[src/rtl/rip_ro_pkg.sv]
// Shared types and default constants for the ring-oscillator frequency counter.
// Holds the measurement FSM state encoding and a timer sizing helper.
package rip_ro_pkg;

    localparam int DEF_GATE_CYCLES   = 1024;
    localparam int DEF_SETTLE_CYCLES = 4;
    localparam int DEF_COUNT_W       = 16;
    localparam int DEF_SYNC_STAGES   = 2;

    typedef enum logic [1:0] {
        IDLE   = 2'd0,
        SETTLE = 2'd1,
        COUNT  = 2'd2,
        DONE   = 2'd3
    } ro_state_e;

    // Width of a phase timer that must reach max(a, b) - 1.
    function automatic int timer_width(input int a, input int b);
        int m;
        m = (a > b) ? a : b;
        return (m > 1) ? $clog2(m) : 1;
    endfunction

endpackage : rip_ro_pkg

[src/rtl/rip_sync_ff.sv]
// Generic multi-flop synchronizer for a single asynchronous bit; STAGES >= 2.
// Synchronous active-high reset loads RESET_VAL into every stage.
module rip_sync_ff #(
    parameter int   STAGES    = 2,
    parameter logic RESET_VAL = 1'b0
) (
    input  logic clk,
    input  logic rst,
    input  logic d_i,
    output logic q_o
);

    logic [STAGES-1:0] sync_q;

    // NOTE: clocked state always uses non-blocking assignments so every flop samples pre-edge values.
    always_ff @(posedge clk) begin
        if (rst) begin
            sync_q <= {STAGES{RESET_VAL}};
        end else begin
            sync_q <= {sync_q[STAGES-2:0], d_i};
        end
    end

    assign q_o = sync_q[STAGES-1];

endmodule : rip_sync_ff

[src/rtl/rip_ro_freq_counter.sv]
// Ring-oscillator frequency counter: enables the oscillator, lets it settle, then counts
// synchronized ro_in rising edges over GATE_CYCLES clocks. Define RIP_RO_FREQ_CONTINUOUS_EN for back-to-back windows.
module rip_ro_freq_counter
    import rip_ro_pkg::*;
#(
    parameter int GATE_CYCLES   = DEF_GATE_CYCLES,
    parameter int SETTLE_CYCLES = DEF_SETTLE_CYCLES,
    parameter int COUNT_W       = DEF_COUNT_W,
    parameter int SYNC_STAGES   = DEF_SYNC_STAGES
) (
    input  logic               clk,
    input  logic               rst,
    input  logic               start,
    input  logic               abort,
    input  logic               ro_in,
    output logic               ro_en,
    output logic               busy,
    output logic [COUNT_W-1:0] count,
    output logic               overflow,
    output logic               valid
);

    localparam int                 TIMER_W     = timer_width(GATE_CYCLES, SETTLE_CYCLES);
    localparam logic [TIMER_W-1:0] SETTLE_LAST = TIMER_W'(SETTLE_CYCLES - 1);
    localparam logic [TIMER_W-1:0] GATE_LAST   = TIMER_W'(GATE_CYCLES - 1);

    ro_state_e           state_q, state_d;
    logic [TIMER_W-1:0]  timer_q, timer_d;
    logic [COUNT_W-1:0]  edge_cnt_q, edge_cnt_d;
    logic                edge_ovf_q, edge_ovf_d;
    logic [COUNT_W-1:0]  count_q, count_d;
    logic                overflow_q, overflow_d;
    logic                ro_sync;
    logic                ro_sync_prev_q;
    logic                ro_rise;

    rip_sync_ff #(
        .STAGES    (SYNC_STAGES),
        .RESET_VAL (1'b0)
    ) u_ro_sync (
        .clk (clk),
        .rst (rst),
        .d_i (ro_in),
        .q_o (ro_sync)
    );

    assign ro_rise = ro_sync & ~ro_sync_prev_q;

    // NOTE: every always_comb output gets a default first, so no path can infer a latch.
    always_comb begin
        state_d    = state_q;
        timer_d    = timer_q;
        edge_cnt_d = edge_cnt_q;
        edge_ovf_d = edge_ovf_q;
        count_d    = count_q;
        overflow_d = overflow_q;
        ro_en      = 1'b0;
        valid      = 1'b0;

        unique case (state_q)
            IDLE: begin
                if (start && !abort) begin
                    state_d = SETTLE;
                    timer_d = '0;
                end
            end

            SETTLE: begin
                ro_en      = 1'b1;
                edge_cnt_d = '0;
                edge_ovf_d = 1'b0;
                if (abort) begin
                    state_d = IDLE;
                end else if (timer_q == SETTLE_LAST) begin
                    state_d = COUNT;
                    timer_d = '0;
                end else begin
                    timer_d = timer_q + TIMER_W'(1);
                end
            end

            COUNT: begin
                ro_en = 1'b1;
                // Saturate at all-ones; the overflow flag stays set for the rest of the window.
                if (ro_rise) begin
                    if (&edge_cnt_q) begin
                        edge_ovf_d = 1'b1;
                    end else begin
                        edge_cnt_d = edge_cnt_q + COUNT_W'(1);
                    end
                end
                if (abort) begin
                    state_d = IDLE;
                end else if (timer_q == GATE_LAST) begin
                    state_d = DONE;
                    timer_d = '0;
                end else begin
                    timer_d = timer_q + TIMER_W'(1);
                end
            end

            DONE: begin
`ifdef RIP_RO_FREQ_CONTINUOUS_EN
                ro_en = 1'b1;
`endif
                if (abort) begin
                    state_d = IDLE;
                end else begin
                    valid      = 1'b1;
                    count_d    = edge_cnt_q;
                    overflow_d = edge_ovf_q;
`ifdef RIP_RO_FREQ_CONTINUOUS_EN
                    state_d    = COUNT;
                    timer_d    = '0;
                    edge_cnt_d = '0;
                    edge_ovf_d = 1'b0;
`else
                    state_d    = IDLE;
`endif
                end
            end

            default: begin
                state_d = IDLE;
            end
        endcase
    end

    always_ff @(posedge clk) begin
        if (rst) begin
            state_q        <= IDLE;
            timer_q        <= '0;
            edge_cnt_q     <= '0;
            edge_ovf_q     <= 1'b0;
            count_q        <= '0;
            overflow_q     <= 1'b0;
            ro_sync_prev_q <= 1'b0;
        end else begin
            state_q        <= state_d;
            timer_q        <= timer_d;
            edge_cnt_q     <= edge_cnt_d;
            edge_ovf_q     <= edge_ovf_d;
            count_q        <= count_d;
            overflow_q     <= overflow_d;
            ro_sync_prev_q <= ro_sync;
        end
    end

    assign busy     = (state_q != IDLE);
    assign count    = count_q;
    assign overflow = overflow_q;

endmodule : rip_ro_freq_counter

[config.mk]
export PLATFORM = sky130hd
export DESIGN_NAME = rip_ro_freq_counter
export DESIGN_NICKNAME = d
export VERILOG_FILES = /design/src/rtl/rip_ro_pkg.sv /design/src/rtl/rip_sync_ff.sv /design/src/rtl/rip_ro_freq_counter.sv
export SDC_FILE = /design/constraint.sdc
export NUM_CORES = 1
export LEC_CHECK = 0
export BUFFER_PORTS_ARGS = -buffer_cell sky130_fd_sc_hd__buf_2
export CAP_MARGIN = 15
export CORE_AREA = 2 2 75 77
export CTS_CLUSTER_DIAMETER = 200
export DETAILED_ROUTE_END_ITERATION = 16
export DIE_AREA = 0 0 77 79
export HOLD_SLACK_MARGIN = 0.06
export MAX_ROUTING_LAYER = met4
export PLACE_DENSITY_LB_ADDON = 0.15
export SLEW_MARGIN = 20
export SYNTH_ARGS = -nofsm -noshare
export SYNTH_HDL_FRONTEND = slang
export SYNTH_SLANG_ARGS = --single-unit
[constraint.sdc]
create_clock -name clk -period 3.1 [get_ports clk]
set_clock_uncertainty 0.1 [all_clocks]
set_input_delay 0.465 -clock clk [delete_from_list [all_inputs] [get_ports clk]]
set_output_delay 0.465 -clock clk [all_outputs]
set_load 0.005 [all_outputs]
After elaboration in Yosys (flattened, before gate mapping)
Cells that the tools add are included.

word-level totals
  output and inout bits = 20
  register bits = 49

cells by class
  reduce and logical (&&, ||, !) cells = 13
  bitwise logic cells = 3
  equal/unequal tests = 13
  mux-type cells = 21
  add/sub/neg operators = 2

operator list
  cell                   count
  $mux 10                5
  $mux 16                2
  $pmux 16 s2            1
  $pmux 10 s3            1
  $add 16x1->16 const B  1
  $reduce_and 16->1      1
  $ne 2x2->1 const B     6
  $add 10x1->10 const B  1
  $eq 10x10->1 const B   1
  $eq 10x2->1 const B    1
  $mux 2                 5
  $reduce_and 3->1       3
  $pmux 2 s4             1
  $ne 3x3->1 const B     2
  $mux 1                 5
  $eq 2x2->1 const B     2
  $reduce_and 4->1       1
  $reduce_bool 2->1      2
  $reduce_bool 3->1      1
  $eq 2x1->1 const B     1
  $logic_not 2->1        1
  $not 1->1              2
  $pmux 1 s2             1
  $reduce_and 2->1       1
  4 further kinds        4

Longest topological paths before layout
Gate-level depths: netlist of the first run.

  depth after elaboration = 4
  depth in mapped cells = 8

By module
From an unflattened synthesis of the first run, not the netlist that was laid out.

second synthesis, totals
  cell total of the unflattened synthesis = 296
  area total of the unflattened synthesis = 2397.3 um^2

modules (own cells, without submodules)
  module               area each (um^2)  times used  cells an instance  sequential area each (um^2)
  rip_ro_freq_counter  2344.7            1           292                940.9
  rip_sync_ff          52.6              1           4                  40.0

Worst setup path before layout of the first run
Ideal clock, no wire load.

  kind = register to register
  from = register state_q[0]
  to = register edge_cnt_q[13]
  arrival = 1831 ps
  stages on the path, launching flop included = 9
  period minus slack after synthesis = 2001 ps
  path slack = 1099 ps
  library setup time = 70 ps
  path through = dfxtp_1 -> inv_1 -> ha_1 -> buf_2 -> nand2b_1 -> a211oi_2 -> nand3_1 -> or3_1 -> a21oi_1

on the way
  cells in the longest elaborated chain, start to end = 3
  elaborated cells between the ends (all ways) = 7

RTL lines
  item                                                                     line                        text
  start: declaration                                                       rip_ro_freq_counter.sv:27   ro_state_e state_q, state_d;
  start signal: assignment                                                 rip_ro_freq_counter.sv:139  state_q <= state_d;
  $eq 2x2->1 / $eq 2x1->1 (equally long branches)                          rip_ro_freq_counter.sv:60   unique case (state_q)
  $ne 2x2->1 (no source line) / $reduce_bool 2->1 (equally long branches)  n/a
  $reduce_and 3->1 (no source line)                                        n/a
  end signal: assignment                                                   rip_ro_freq_counter.sv:141  edge_cnt_q <= edge_cnt_d;
  end: declaration                                                         rip_ro_freq_counter.sv:29   logic [COUNT_W-1:0] edge_cnt_q, edge_cnt_d;

Several ways; a longest one is shown, not always the timed one.
A chain may end at the register's enable or synchronous reset.

Worst setup path after layout of the first run
  from = register state_q[0]
  to = register timer_q[2]

on the way
  cells in the longest elaborated chain, start to end = 3
  elaborated cells between the ends (all ways) = 9

RTL lines
  item                                                                     line                        text
  $eq 2x1->1, or another cell as far along                                 rip_ro_freq_counter.sv:60
  $ne 2x2->1 (no source line) / $reduce_bool 3->1 (equally long branches)  n/a
  $reduce_and 4->1 (no source line)                                        n/a
  end signal: assignment                                                   rip_ro_freq_counter.sv:140  timer_q <= timer_d;
  end: declaration                                                         rip_ro_freq_counter.sv:28   logic [TIMER_W-1:0] timer_q, timer_d;

Several ways; a longest one is shown, not always the timed one.

==> out/qor.log, run 1 <==
INFO  run_status     outcome=finished, final reports clean
INFO  synth          yosys_warnings=0
INFO  hold_path      holdPathStages=2
INFO  cts            cts_buffers=5
INFO  global_routing grt_pass1_vias=1767
INFO  synth          synth.ff_latch_count=49
INFO  die            design.die.area=6080um2
INFO  cells_and_area final_nets=308
INFO  global_routing grt.overflow.total=0
INFO  cts            number_of_levels_in_the_clock_h_tree=2
INFO  cts            postCtsSetupBuffers=0
INFO  sta            fin_setup_tns=0ns
INFO  cts            clock_path_buffers=2
INFO  synth          synthesis.nets=287
INFO  worst_setup_path worstPathBufferInverterCount=1
INFO  sta            measured_slew_at_the_worst_slew_check_pin=0.762ns
INFO  cts            clk_root_buffer_cell=sky130_fd_sc_hd__clkbuf_8
INFO  cts            clkSinkCount=49
INFO  sta            setup_viol=0
INFO  cts            worst_skew_pair.late_latency=0.30ns
INFO  route          drt-pass1-iter-count=5
INFO  run            timing.max_cap.violations=0
INFO  sta            max_clock_freq=0.438GHz
INFO  global_routing grt_antenna_before_repair=0
INFO  place          port_bufs=24
INFO  die            fp-row-count=27
INFO  route          routedWlPerCell=13.2um
INFO  worst_setup_path max_stage_delay=0.61ns
INFO  worst_setup_path path_class=reg -> reg
INFO  place          placed_cell_area=2510um2
INFO  hold_path      hold_path_startpoint=ro_in
INFO  worst_setup_path crit_fanout=11
INFO  sta            grt_setup_unrepaired=false
INFO  hold_path      worst_hold_path_type=in -> reg
INFO  worst_setup_path worst_path_max_delay_cell=sky130_fd_sc_hd__or4_1
INFO  worst_setup_path reg2reg_slack=0.82ns
INFO  worst_setup_path path_delay_family=simple AND/OR/NAND/NOR gates
INFO  route          detail_route.wirelength=4880um
INFO  cts            number_of_buffers_inserted_for_hold_repair_after_clock_tree_synthesis=0
INFO  route          post_drt_via_cell_ratio=5.37
INFO  worst_setup_path reg2reg_depth=7
INFO  sta            final_period_minus_worst_setup_slack=2.28ns
INFO  die            die_h=79um
INFO  pwr            power.density=428nW/um2
INFO  worst_setup_path cp-end-kind=register
INFO  synth          synthesis.area_per_instance=8.43um2
INFO  global_routing grt_max_degree=35
INFO  worst_setup_path timing.critical_path.arrival=2.37ns
INFO  route          detail_route.drc_violations=0
INFO  worst_setup_path worstPathRequired=3.19ns
INFO  sta            period_share=73.6%
INFO  global_routing grt_first_pass_wirelength=8400um
INFO  synth          synth_top_area_cell=sky130_fd_sc_hd__dfxtp_1
INFO  synth          count_of_cell_types_in_the_netlist=43
INFO  place          gp_congestion=0.849
INFO  pwr            vdd.ir_drop.worst=0.254mV
INFO  synth          seq_total_area_yosys=42.2%
INFO  route          drt_first_iter_violations=88
INFO  sta            worst_slew_margin_relative_to_its_limit=48.7%
INFO  global_routing grtUsageTotal=17.5%
INFO  sta            timing.hold.ws=0.269ns
INFO  worst_setup_path start_kind=register
INFO  cells_and_area finish.instance_area=2590um2
INFO  route          vias=1987
INFO  cts            cts_resized=0
INFO  route          drtAntennaViolNets=0
INFO  synth          post_synth_inst_count=276
INFO  worst_setup_path path_depth=7
INFO  worst_setup_path r2r-start=state_q[0]
INFO  die            initial_core_util=43.6%
INFO  die            io_pins=25
INFO  cells_and_area fraction_of_layout_instances_using_a_drive_strength_above_1=15.1%
INFO  worst_setup_path regToRegEndpoint=timer_q[2]
INFO  cells_and_area final_util=48.6%
INFO  cells_and_area insertedDiodeCount=0
INFO  sta            slew_viol_final=0
INFO  synth          synth_largest_type_area_fraction=42.2%
INFO  pwr            leakagePower=0.980nW
INFO  pwr            fin_total_pwr=1.11mW
INFO  synth          synth_area_leaders=sky130_fd_sc_hd__dfxtp_1 (42%), sky130_fd_sc_hd__nand2_1 (7.3%), sky130_fd_sc_hd__a21oi_1 (4.9%)
INFO  cts            cts.clk_slew.worst_paths=0.09ns
INFO  cts            tritoncts_clock_tree=yes
INFO  sta            hold_viol=0
INFO  place          hpwl=3300um
INFO  die            die-width=77um
INFO  hold_path      hold_path_sink=u_ro_sync.sync_q[0]
INFO  worst_setup_path path_cells=inv_1 -> ha_1 -> or4_1 -> o31a_1 -> nand2_1 -> a2bb2oi_1 -> nor2_1
INFO  cells_and_area area.growth.synth_to_final=11.6%
INFO  synth          synth_area=2330um2
INFO  die            core_box_area=5340um2
==> metal layers <==
metal	vias to the layer above	global-route usage [%]	wire length (um)
li1	1022	-	-
met1	907	23.2	2380
met2	51	26.9	2220
met3	7	3.75	208
met4	0	5.89	72
met5	-	-	0
==> cell usage in the layout (no fill, tap or decap), types with 6 or more instances in the layout <==
cell type	Yosys	layout
sky130_fd_sc_hd__a21oi_1	23	23
sky130_fd_sc_hd__and3_1	9	9
sky130_fd_sc_hd__buf_2	1	24
sky130_fd_sc_hd__dfxtp_1	49	49
sky130_fd_sc_hd__ha_1	6	6
sky130_fd_sc_hd__inv_1	8	8
sky130_fd_sc_hd__nand2_1	45	45
sky130_fd_sc_hd__nand2b_1	6	6
sky130_fd_sc_hd__nand3_1	8	8
sky130_fd_sc_hd__nand4_1	8	8
sky130_fd_sc_hd__nor2_1	21	21
sky130_fd_sc_hd__o211ai_1	7	7
sky130_fd_sc_hd__xor2_1	13	13
==> sequential cells by signal (all words and copies together) (netlist names) <==
register          cells
edge_cnt_q           16
state_q               2
timer_q              10
u_ro_sync.sync_q      2
overflow              1
edge_ovf_q            1
count                16
ro_sync_prev_q        1
==> final cells by class <==
cell class / instances / area, um2
well taps: 72 / 90.1
fillers: 546 / 2740
inverters: 9 / 33.8
clock buffers: 5 / 68.8
multi-input cells: 205 / 1260
repair buffers: 27 / 143
clock inverters: 3 / 17.5
flip-flops and latches: 49 / 981
==> synthesized netlist by cell type, drive strengths merged <==
library cell  count
a211o             1
a211oi            4
a21oi            25
a22oi             1
a2bb2oi           1
a31oi             5
and3              9
and4              2
buf               1
clkbuf           12
clkinv            1
dfxtp            49
ha                6
inv               8
mux2              1
mux2i             2
nand2            45
nand2b            6
nand3             8
nand3b            2
nand4             9
nor2             21
nor2b             5
nor3              6
nor4              2
o2111ai           4
o211ai            7
o21a              3
o21ai             5
o221a             1
o31a              1
o31ai             3
or2               1
or3               3
or4               3
xor2             13
==> logic make-up (layout without fill, tap and decap cells) <==
logic type / after synthesis / count (layout) / synth area share [%]
simple gates: 122 / 122 / 26.1
compound gates: 61 / 61 / 18.7
flops: 49 / 49 / 42.2
buf+inv: 22 / 44 / 3.60
xor+xnor: 13 / 13 / 4.90
fa+ha+maj: 6 / 6 / 3.23
mux: 3 / 3 / 1.34
==> report_power, final <==
| group | switching (mW) | internal, mW | leakage (nW) |
|---|---|---|---|
| Sequential | 0.00373 | 0.633 | 0.395 |
| Clock | 0.217 | 0.156 | 0.0439 |
| Combinational | 0.0656 | 0.0342 | 0.541 |
==> worst max path at each step <==
stage | start | to | slack [ns]
6_report | state_q[0] | timer_q[2] | 0.82
5_1_grt | state_q[0] | timer_q[8] | 0.60
4_1_cts | state_q[0] | valid | 0.81
3_5_place_dp | state_q[0] | timer_q[2] | 0.85
3_3_place_gp | state_q[0] | timer_q[8] | 0.88
2_1_floorplan | state_q[0] | edge_cnt_q[13] | 1.10
==> stage by stage <==
step | worst slack [ns] | std cells
3_3_place_gp | 0.879 | 362
4_1_cts | 0.811 | 370
3_5_place_dp | 0.848 | 362
5_1_grt | 0.599 | 370
6_report | 0.819 | 370
2_1_floorplan | 1.10 | 276
Power figures use the tool's default switching activity.
==> run 2: changes to the inputs <==
==> constraint.sdc (replaced) <==
create_clock -name clk -period 2.25 [get_ports clk]
set_clock_uncertainty 0.1 [all_clocks]
set_input_delay 0.3375 -clock clk [delete_from_list [all_inputs] [get_ports clk]]
set_output_delay 0.3375 -clock clk [all_outputs]
set_load 0.005 [all_outputs]
==> run 2 against run 1 <==
  * Sequential cell count unchanged
  * Global-route usage rose by 0.30 points
  * Cell count rose by 2.7%
  * Die area did not move
  * Wire length up 2.1%
  * Fmax up 8.9%
  * Critical path type unchanged
==> out/qor.log, run 2 (same netlist as run 1, synthesis figures left out) <==
INFO  run_status     outcome=finished, final reports clean
INFO  sta            setup_viol=0 [unchanged]
INFO  cells_and_area final_util=50.3% [+1.7 points]
INFO  pwr            vdd.ir_drop.worst=0.291mV [+15%]
INFO  place          port_bufs=24 [unchanged]
INFO  place          detailedPlace.worstSlack=0.0765ns [-0.771 ns]
INFO  worst_setup_path max_stage_delay=0.58ns [-0.03 ns]
INFO  route          drt_first_iter_violations=152 [+73%]
INFO  global_routing grt_max_degree=25 [-29%]
INFO  place          gp_congestion=0.874 [+3.0%]
INFO  pwr            power.density=587nW/um2 [+37%]
INFO  sta            worst_slack=0.155ns [-0.664 ns]
INFO  cts            clkSinkCount=49 [unchanged]
INFO  worst_setup_path r2r-start=state_q[0]
INFO  hold_path      hold_path_startpoint=ro_in
INFO  sta            period_share=93.1% [+20 points]
INFO  route          drt-pass1-iter-count=4 [-1]
INFO  worst_setup_path source_of_the_critical_timing_path=state_q[0]
INFO  worst_setup_path crit_fanout=8 [-3]
INFO  worst_setup_path worstPathRequired=2.34ns [-0.85 ns]
INFO  route          detail_route.drc_violations=0 [unchanged]
INFO  place          placed_cell_area=2580um2 [+3.0%]
INFO  route          post_drt_via_cell_ratio=5.34 [-0.52%]
INFO  route          routedWlPerCell=13.1um [-0.63%]
INFO  die            initial_core_util=43.6% [unchanged]
INFO  global_routing grtUsageTotal=17.8% [+0.30 points]
INFO  cells_and_area mostFrequentLayoutCells=sky130_fd_sc_hd__dfxtp_1 (48), sky130_fd_sc_hd__nand2_1 (45), sky130_fd_sc_hd__buf_2 (24)
INFO  die            design.die.area=6080um2 [unchanged]
INFO  hold_path      worst_hold_path_type=in -> reg
INFO  sta            max_clock_freq=0.477GHz [+8.9%]
INFO  cts            cts.clk_slew.worst_paths=0.09ns [about the same]
INFO  cells_and_area fraction_of_layout_instances_using_a_drive_strength_above_1=18.8% [+3.7 points]
INFO  cells_and_area area.growth.synth_to_final=15.5%
INFO  worst_setup_path start_kind=register
INFO  route          detail_route.wirelength=4980um [+2.1%]
INFO  worst_setup_path cp-end-kind=register
INFO  die            fp-row-count=27 [unchanged]
INFO  worst_setup_path reg2reg_slack=0.16ns [-0.66 ns]
INFO  worst_setup_path path_class=reg -> reg
INFO  cells_and_area final_nets=318 [+3.2%]
INFO  global_routing grt_first_pass_wirelength=8670um [+3.2%]
INFO  cts            worst_skew_pair.late_latency=0.29ns [about the same]
INFO  worst_setup_path reg2reg_depth=7 [unchanged]
INFO  worst_setup_path worstPathBufferInverterCount=1 [unchanged]
INFO  sta            measured_slew_at_the_worst_slew_check_pin=0.316ns [-0.447 ns]
INFO  cells_and_area insertedDiodeCount=0 [unchanged]
INFO  global_routing grt.overflow.total=0 [unchanged]
INFO  worst_setup_path path_cells=inv_1 -> ha_2 -> or4_1 -> o31ai_4 -> nor3_1 -> o21ai_0 -> a21oi_1
INFO  worst_setup_path timing.critical_path.arrival=2.18ns [-0.19 ns]
INFO  run            timing.max_cap.violations=0 [unchanged]
INFO  sta            worst_slew_margin_relative_to_its_limit=78.8% [+30 points]
INFO  pwr            leakagePower=1.04nW [+5.8%]
INFO  sta            fin_setup_tns=0ns [unchanged]
INFO  hold_path      holdPathStages=2 [unchanged]
INFO  worst_setup_path worst_path_max_delay_cell=sky130_fd_sc_hd__or4_1
INFO  cells_and_area fillers=557 [+2.0%]
INFO  cts            number_of_levels_in_the_clock_h_tree=2 [unchanged]
INFO  route          vias=2030 [+2.2%]
INFO  sta            slew_viol_final=0 [unchanged]
INFO  die            die-width=77um [unchanged]
INFO  global_routing grt_pass1_vias=1889 [+6.9%]
INFO  die            die_h=79um [unchanged]
INFO  cts            cts_buffers=5 [unchanged]
INFO  die            io_pins=25 [unchanged]
INFO  cts            clock_path_buffers=2 [unchanged]
INFO  global_routing grt_antenna_before_repair=0 [unchanged]
INFO  route          drtAntennaViolNets=0 [unchanged]
INFO  worst_setup_path path_delay_family=simple AND/OR/NAND/NOR gates
INFO  cts            tritoncts_clock_tree=yes
INFO  cells_and_area finish.instance_area=2690um2 [+3.5%]
INFO  place          hpwl=3510um [+6.6%]
INFO  sta            hold_viol=0 [unchanged]
INFO  cts            postCtsSetupBuffers=0 [unchanged]
INFO  cells_and_area most_frequent_standard_cell_in_the_layout_excluding_fill_and_tap_cells=sky130_fd_sc_hd__dfxtp_1
INFO  worst_setup_path path_depth=7 [unchanged]
INFO  sta            final_period_minus_worst_setup_slack=2.09ns [-0.186 ns]
INFO  cts            clk_root_buffer_cell=sky130_fd_sc_hd__clkbuf_8
INFO  die            core_box_area=5340um2 [unchanged]
INFO  sta            grt_setup_unrepaired=false
[run 2: cell types whose count changed in the layout (fill, tap and decap cells not counted), sizes merged]
cell | previous run | this run
buf | 27 | 37
clkbuf | 5 | 6
clkinvlp | 1 | 0
[run 2: final timing paths]
check | end
worst max-delay path | timer_q[5]
worst min-delay path | u_ro_sync.sync_q[0]
worst max register to register | timer_q[5]
worst min register to register | u_ro_sync.sync_q[1]
[run 2: stage by stage]
stage	hold slack (ns)	total power, mW	cells
3_3_place_gp	0.317	1.06	372
3_5_place_dp	0.330	1.05	372
4_1_cts	0.135	1.60	380
5_1_grt	0.147	1.65	380
2_1_floorplan	0.314	0.999	276
6_report	0.146	1.58	380
[run 2: final cells by class]
class | count | area [um2] | area share [%]
clock inverters | 2 | 13.8 | 0.512
flip-flops and latches | 49 | 982 | 36.6
well taps | 72 | 90.1 | 3.35
multi-input cells | 205 | 1270 | 47.1
repair buffers | 37 | 218 | 8.10
inverters | 9 | 33.8 | 1.26
clock buffers | 6 | 82.6 | 3.07
[run 2: worst register-to-register path, stage by stage (launching register included)]
cell	delay, ns
sky130_fd_sc_hd__dfxtp_2	0.36
sky130_fd_sc_hd__inv_1	0.07
sky130_fd_sc_hd__ha_2	0.23
sky130_fd_sc_hd__or4_1	0.58
sky130_fd_sc_hd__o31ai_4	0.32
sky130_fd_sc_hd__nor3_1	0.10
sky130_fd_sc_hd__o21ai_0	0.16
sky130_fd_sc_hd__a21oi_1	0.08
[run 2: what timing repair did]
item                       in CTS  in global routing
setup endpoints to repair       0                  7
hold buffers                    0                  0
resized for setup               0                  3
[run 2: per-layer routing]
layer  wire length [um]  global-route usage, %  up-vias
met5                  0                      -        -
met4                 39                   4.82        0
met3                174                   3.07        5
met2               2210                   27.7       38
met1               2550                   24.3      950
li1                   -                      -     1037
[run 2: report_power, final]
part / internal (mW) / switching (mW)
Combinational: 0.0618 / 0.0966
Clock: 0.250 / 0.291
Sequential: 0.874 / 0.00529
Total: 1.19 / 0.393
==> run 3: changes to the inputs <==
--- a/config.mk
+++ b/config.mk
@@ -13,7 +13,6 @@
 export DIE_AREA = 0 0 77 79
 export HOLD_SLACK_MARGIN = 0.06
 export MAX_ROUTING_LAYER = met4
-export PLACE_DENSITY_LB_ADDON = 0.15
 export SLEW_MARGIN = 20
 export SYNTH_ARGS = -nofsm -noshare
 export SYNTH_HDL_FRONTEND = slang
==> run 3 against run 2 <==
  * Combinational power about the same
  * Critical endpoint is now edge_cnt_q[13]
  * Fmax increased by 1.3%
  * Non-clock buffer count unchanged
  * Count of clock-buffer cells in the layout unchanged
  * Critical path type unchanged
  * Cell count unchanged
==> out/qor.log, run 3 (same netlist as run 1, synthesis figures left out) <==
INFO  route          drt_first_iter_violations=135 [-11%]
INFO  route          vias=2018 [-0.59%]
INFO  pwr            combPwrFrac=9.4% [-0.6 points]
INFO  cells_and_area final_nets=318 [unchanged]
INFO  route          met3_routed_wirelength=132um [-24%]
INFO  pwr            seq_power_share=52.2% [-3.5 points]
INFO  cts            number_of_buffers_inserted_for_hold_repair_after_clock_tree_synthesis=0 [unchanged]
INFO  hold_path      worst_hold_path_type=in -> reg
INFO  sta            final_period_minus_worst_setup_slack=2.07ns [-0.0265 ns]
INFO  cells_and_area most_frequent_standard_cell_in_the_layout_excluding_fill_and_tap_cells=sky130_fd_sc_hd__dfxtp_1
INFO  worst_setup_path path_class=reg -> reg
INFO  pwr            clockPowerShare=38.5% [+4.2 points]
INFO  route          detail_route.wirelength=4880um [-1.9%]
INFO  worst_setup_path timing.critical_path.arrival=2.20ns [+0.02 ns]
INFO  sta            setup_viol=0 [unchanged]
INFO  cells_and_area finish.instance_area=2710um2 [+1.0%]
INFO  worst_setup_path cp-end-kind=register
INFO  cts            tritoncts_clock_tree=yes
INFO  pwr            switchingPower=0.388mW [-1.1%]
INFO  cts            cts.clk_slew.worst_paths=0.09ns [about the same]
INFO  worst_setup_path crit_fanout=8 [unchanged]
INFO  pwr            leakagePower=1.04nW [+0.46%]
INFO  pwr            vdd.ir_drop.worst=0.364mV [+25%]
INFO  die            design.die.area=6080um2 [unchanged]
INFO  route          drt-pass1-iter-count=6 [+2]
INFO  worst_setup_path path_delay_family=simple AND/OR/NAND/NOR gates
INFO  worst_setup_path worstPathBufferInverterCount=2 [+1]
INFO  worst_setup_path worstPathRequired=2.38ns [+0.04 ns]
INFO  worst_setup_path regToRegEndpoint=edge_cnt_q[13]
INFO  worst_setup_path start_kind=register
INFO  die            die_h=79um [unchanged]
INFO  route          met2WireLength=2200um [-0.59%]
INFO  run            timing.max_cap.violations=0 [unchanged]
INFO  worst_setup_path r2r-start=state_q[0]
INFO  cells_and_area fraction_of_layout_instances_using_a_drive_strength_above_1=19.2% [+0.32 points]
INFO  place          placed_cell_area=2580um2 [unchanged]
INFO  worst_setup_path source_of_the_critical_timing_path=state_q[0]
INFO  die            core_box_area=5340um2 [unchanged]
INFO  cts            cts_buffers=5 [unchanged]
INFO  cts            postCtsSetupBuffers=0 [unchanged]
INFO  sta            fin_setup_tns=0ns [unchanged]
INFO  route          routedWlPerCell=12.9um [-1.9%]
INFO  sta            max_clock_freq=0.483GHz [+1.3%]
INFO  die            fp-row-count=27 [unchanged]
INFO  sta            worst_slack=0.182ns [+0.0265 ns]
INFO  die            io_pins=25 [unchanged]
INFO  pwr            fin_total_pwr=1.69mW [+6.8%]
INFO  route          detail_route.drc_violations=0 [unchanged]
INFO  cells_and_area mostFrequentLayoutCells=sky130_fd_sc_hd__dfxtp_1 (48), sky130_fd_sc_hd__nand2_1 (45), sky130_fd_sc_hd__buf_2 (24)
INFO  global_routing grt.overflow.total=0 [unchanged]
INFO  global_routing grt_antenna_before_repair=0 [unchanged]
INFO  place          gp_congestion=0.855 [-2.2%]
INFO  cells_and_area area.growth.synth_to_final=16.7%
INFO  cts            clk_root_buffer_cell=sky130_fd_sc_hd__clkbuf_8
INFO  route          wirelength_met1=2520um [-1.1%]
INFO  sta            grt_setup_unrepaired=false
INFO  worst_setup_path reg2reg_slack=0.18ns [+0.03 ns]
INFO  cts            number_of_levels_in_the_clock_h_tree=2 [unchanged]
INFO  pwr            power_report.internal_total=1.30mW [+9.5%]
INFO  cts            clock_path_buffers=2 [unchanged]
INFO  sta            period_share=91.9% [-1.2 points]
INFO  route          highest_metal_layer_with_signal_wires=met4
INFO  worst_setup_path worst_path_max_delay_cell=sky130_fd_sc_hd__dfxtp_2
INFO  sta            measured_slew_at_the_worst_slew_check_pin=0.329ns [+0.0128 ns]
INFO  die            initial_core_util=43.6% [unchanged]
INFO  cts            cts_resized=0 [unchanged]
INFO  place          detailedPlace.worstSlack=0.0822ns [+0.00570 ns]
INFO  cells_and_area fillers=561 [+0.72%]
INFO  global_routing grt_pass1_vias=1879 [-0.53%]
INFO  sta            worst_slew_margin_relative_to_its_limit=78.0% [-0.85 points]
INFO  worst_setup_path reg2reg_depth=8 [+1]
INFO  pwr            power.density=621nW/um2 [+5.8%]
INFO  cts            clkSinkCount=49 [unchanged]
INFO  place          hpwl=3480um [-1.1%]
INFO  cells_and_area insertedDiodeCount=0 [unchanged]
INFO  route          post_drt_via_cell_ratio=5.31 [-0.59%]
INFO  place          port_bufs=24 [unchanged]
INFO  die            die-width=77um [unchanged]
INFO  worst_setup_path path_depth=8 [+1]
INFO  sta            hold_viol=0 [unchanged]
INFO  sta            slew_viol_final=0 [unchanged]
INFO  worst_setup_path path_cells=inv_1 -> ha_2 -> buf_4 -> nand3b_1 -> a211oi_2 -> nand3_1 -> or3_1 -> a21oi_1
INFO  pwr            power.share.switching=23.0% [-1.9 points]
INFO  cts            worst_skew_pair.late_latency=0.30ns [about the same]
INFO  route          drtAntennaViolNets=0 [unchanged]
INFO  global_routing grt_max_degree=25 [unchanged]
INFO  global_routing grt_first_pass_wirelength=8640um [-0.40%]
INFO  run_status     outcome=finished, final reports clean
INFO  global_routing grtUsageTotal=17.8% [about the same]
INFO  worst_setup_path setup.worst_path.end=edge_cnt_q[13]
INFO  worst_setup_path max_stage_delay=0.35ns [-0.23 ns]
==> run 3: worst min-delay path by stage <==
stage,from,to,slack [ns],cells after the start
floorplan,u_ro_sync.sync_q[0],u_ro_sync.sync_q[1],0.31,1
global placement,u_ro_sync.sync_q[0],u_ro_sync.sync_q[1],0.32,1
detailed placement,count[14],count[14],0.34,2
CTS,ro_in,u_ro_sync.sync_q[0],0.13,2
global route,ro_in,u_ro_sync.sync_q[0],0.14,2
finish,ro_in,u_ro_sync.sync_q[0],0.14,2
==> run 3: power by group through the flow <==
| stage | combinational (mW) | sequential, mW | clock [mW] |
|---|---|---|---|
| finish | 0.158 | 0.879 | 0.648 |
| global route | 0.178 | 0.881 | 0.704 |
| CTS | 0.159 | 0.878 | 0.674 |
| detailed placement | 0.157 | 0.898 | 0 |
| global placement | 0.157 | 0.898 | 0 |
| floorplan | 0.102 | 0.897 | 0 |
==> run 3: area by class of cell <==
type / instances / area [um2] / share of cell area (%)
multi-input cells: 205 / 1270 / 46.8
flip-flops and latches: 49 / 982 / 36.2
repair buffers: 37 / 218 / 8.02
well taps: 72 / 90.1 / 3.32
clock buffers: 6 / 82.6 / 3.04
clock inverters: 2 / 37.5 / 1.38
inverters: 9 / 33.8 / 1.24
==> run 3: stage by stage <==
step           hold slack [ns]  cells  utilization [%]
2_1_floorplan            0.314    276                -
3_3_place_gp             0.323    372             48.4
3_5_place_dp             0.344    372             48.4
4_1_cts                  0.128    380             50.7
5_1_grt                  0.139    380             50.8
6_report                 0.138    380             50.8
==> run 3: worst reg2reg max path: cells and delay by family (launching register included) <==
| family | cells | cell delay, ns |
|---|---|---|
| AO/OA/AOI/OAI | 2 | 0.41 |
| adder cells (fa/ha/maj) | 1 | 0.26 |
| buffers and inverters | 2 | 0.23 |
| flip-flops | 1 | 0.35 |
| AND/OR/NAND/NOR | 3 | 0.64 |
==> run 3: metal layers <==
| metal | global-route usage, % | vias to the layer above |
|---|---|---|
| met5 | - | - |
| met2 | 27.7 | 32 |
| met3 | 3.98 | 2 |
| met1 | 23.5 | 946 |
| li1 | - | 1038 |
| met4 | 5.18 | 0 |
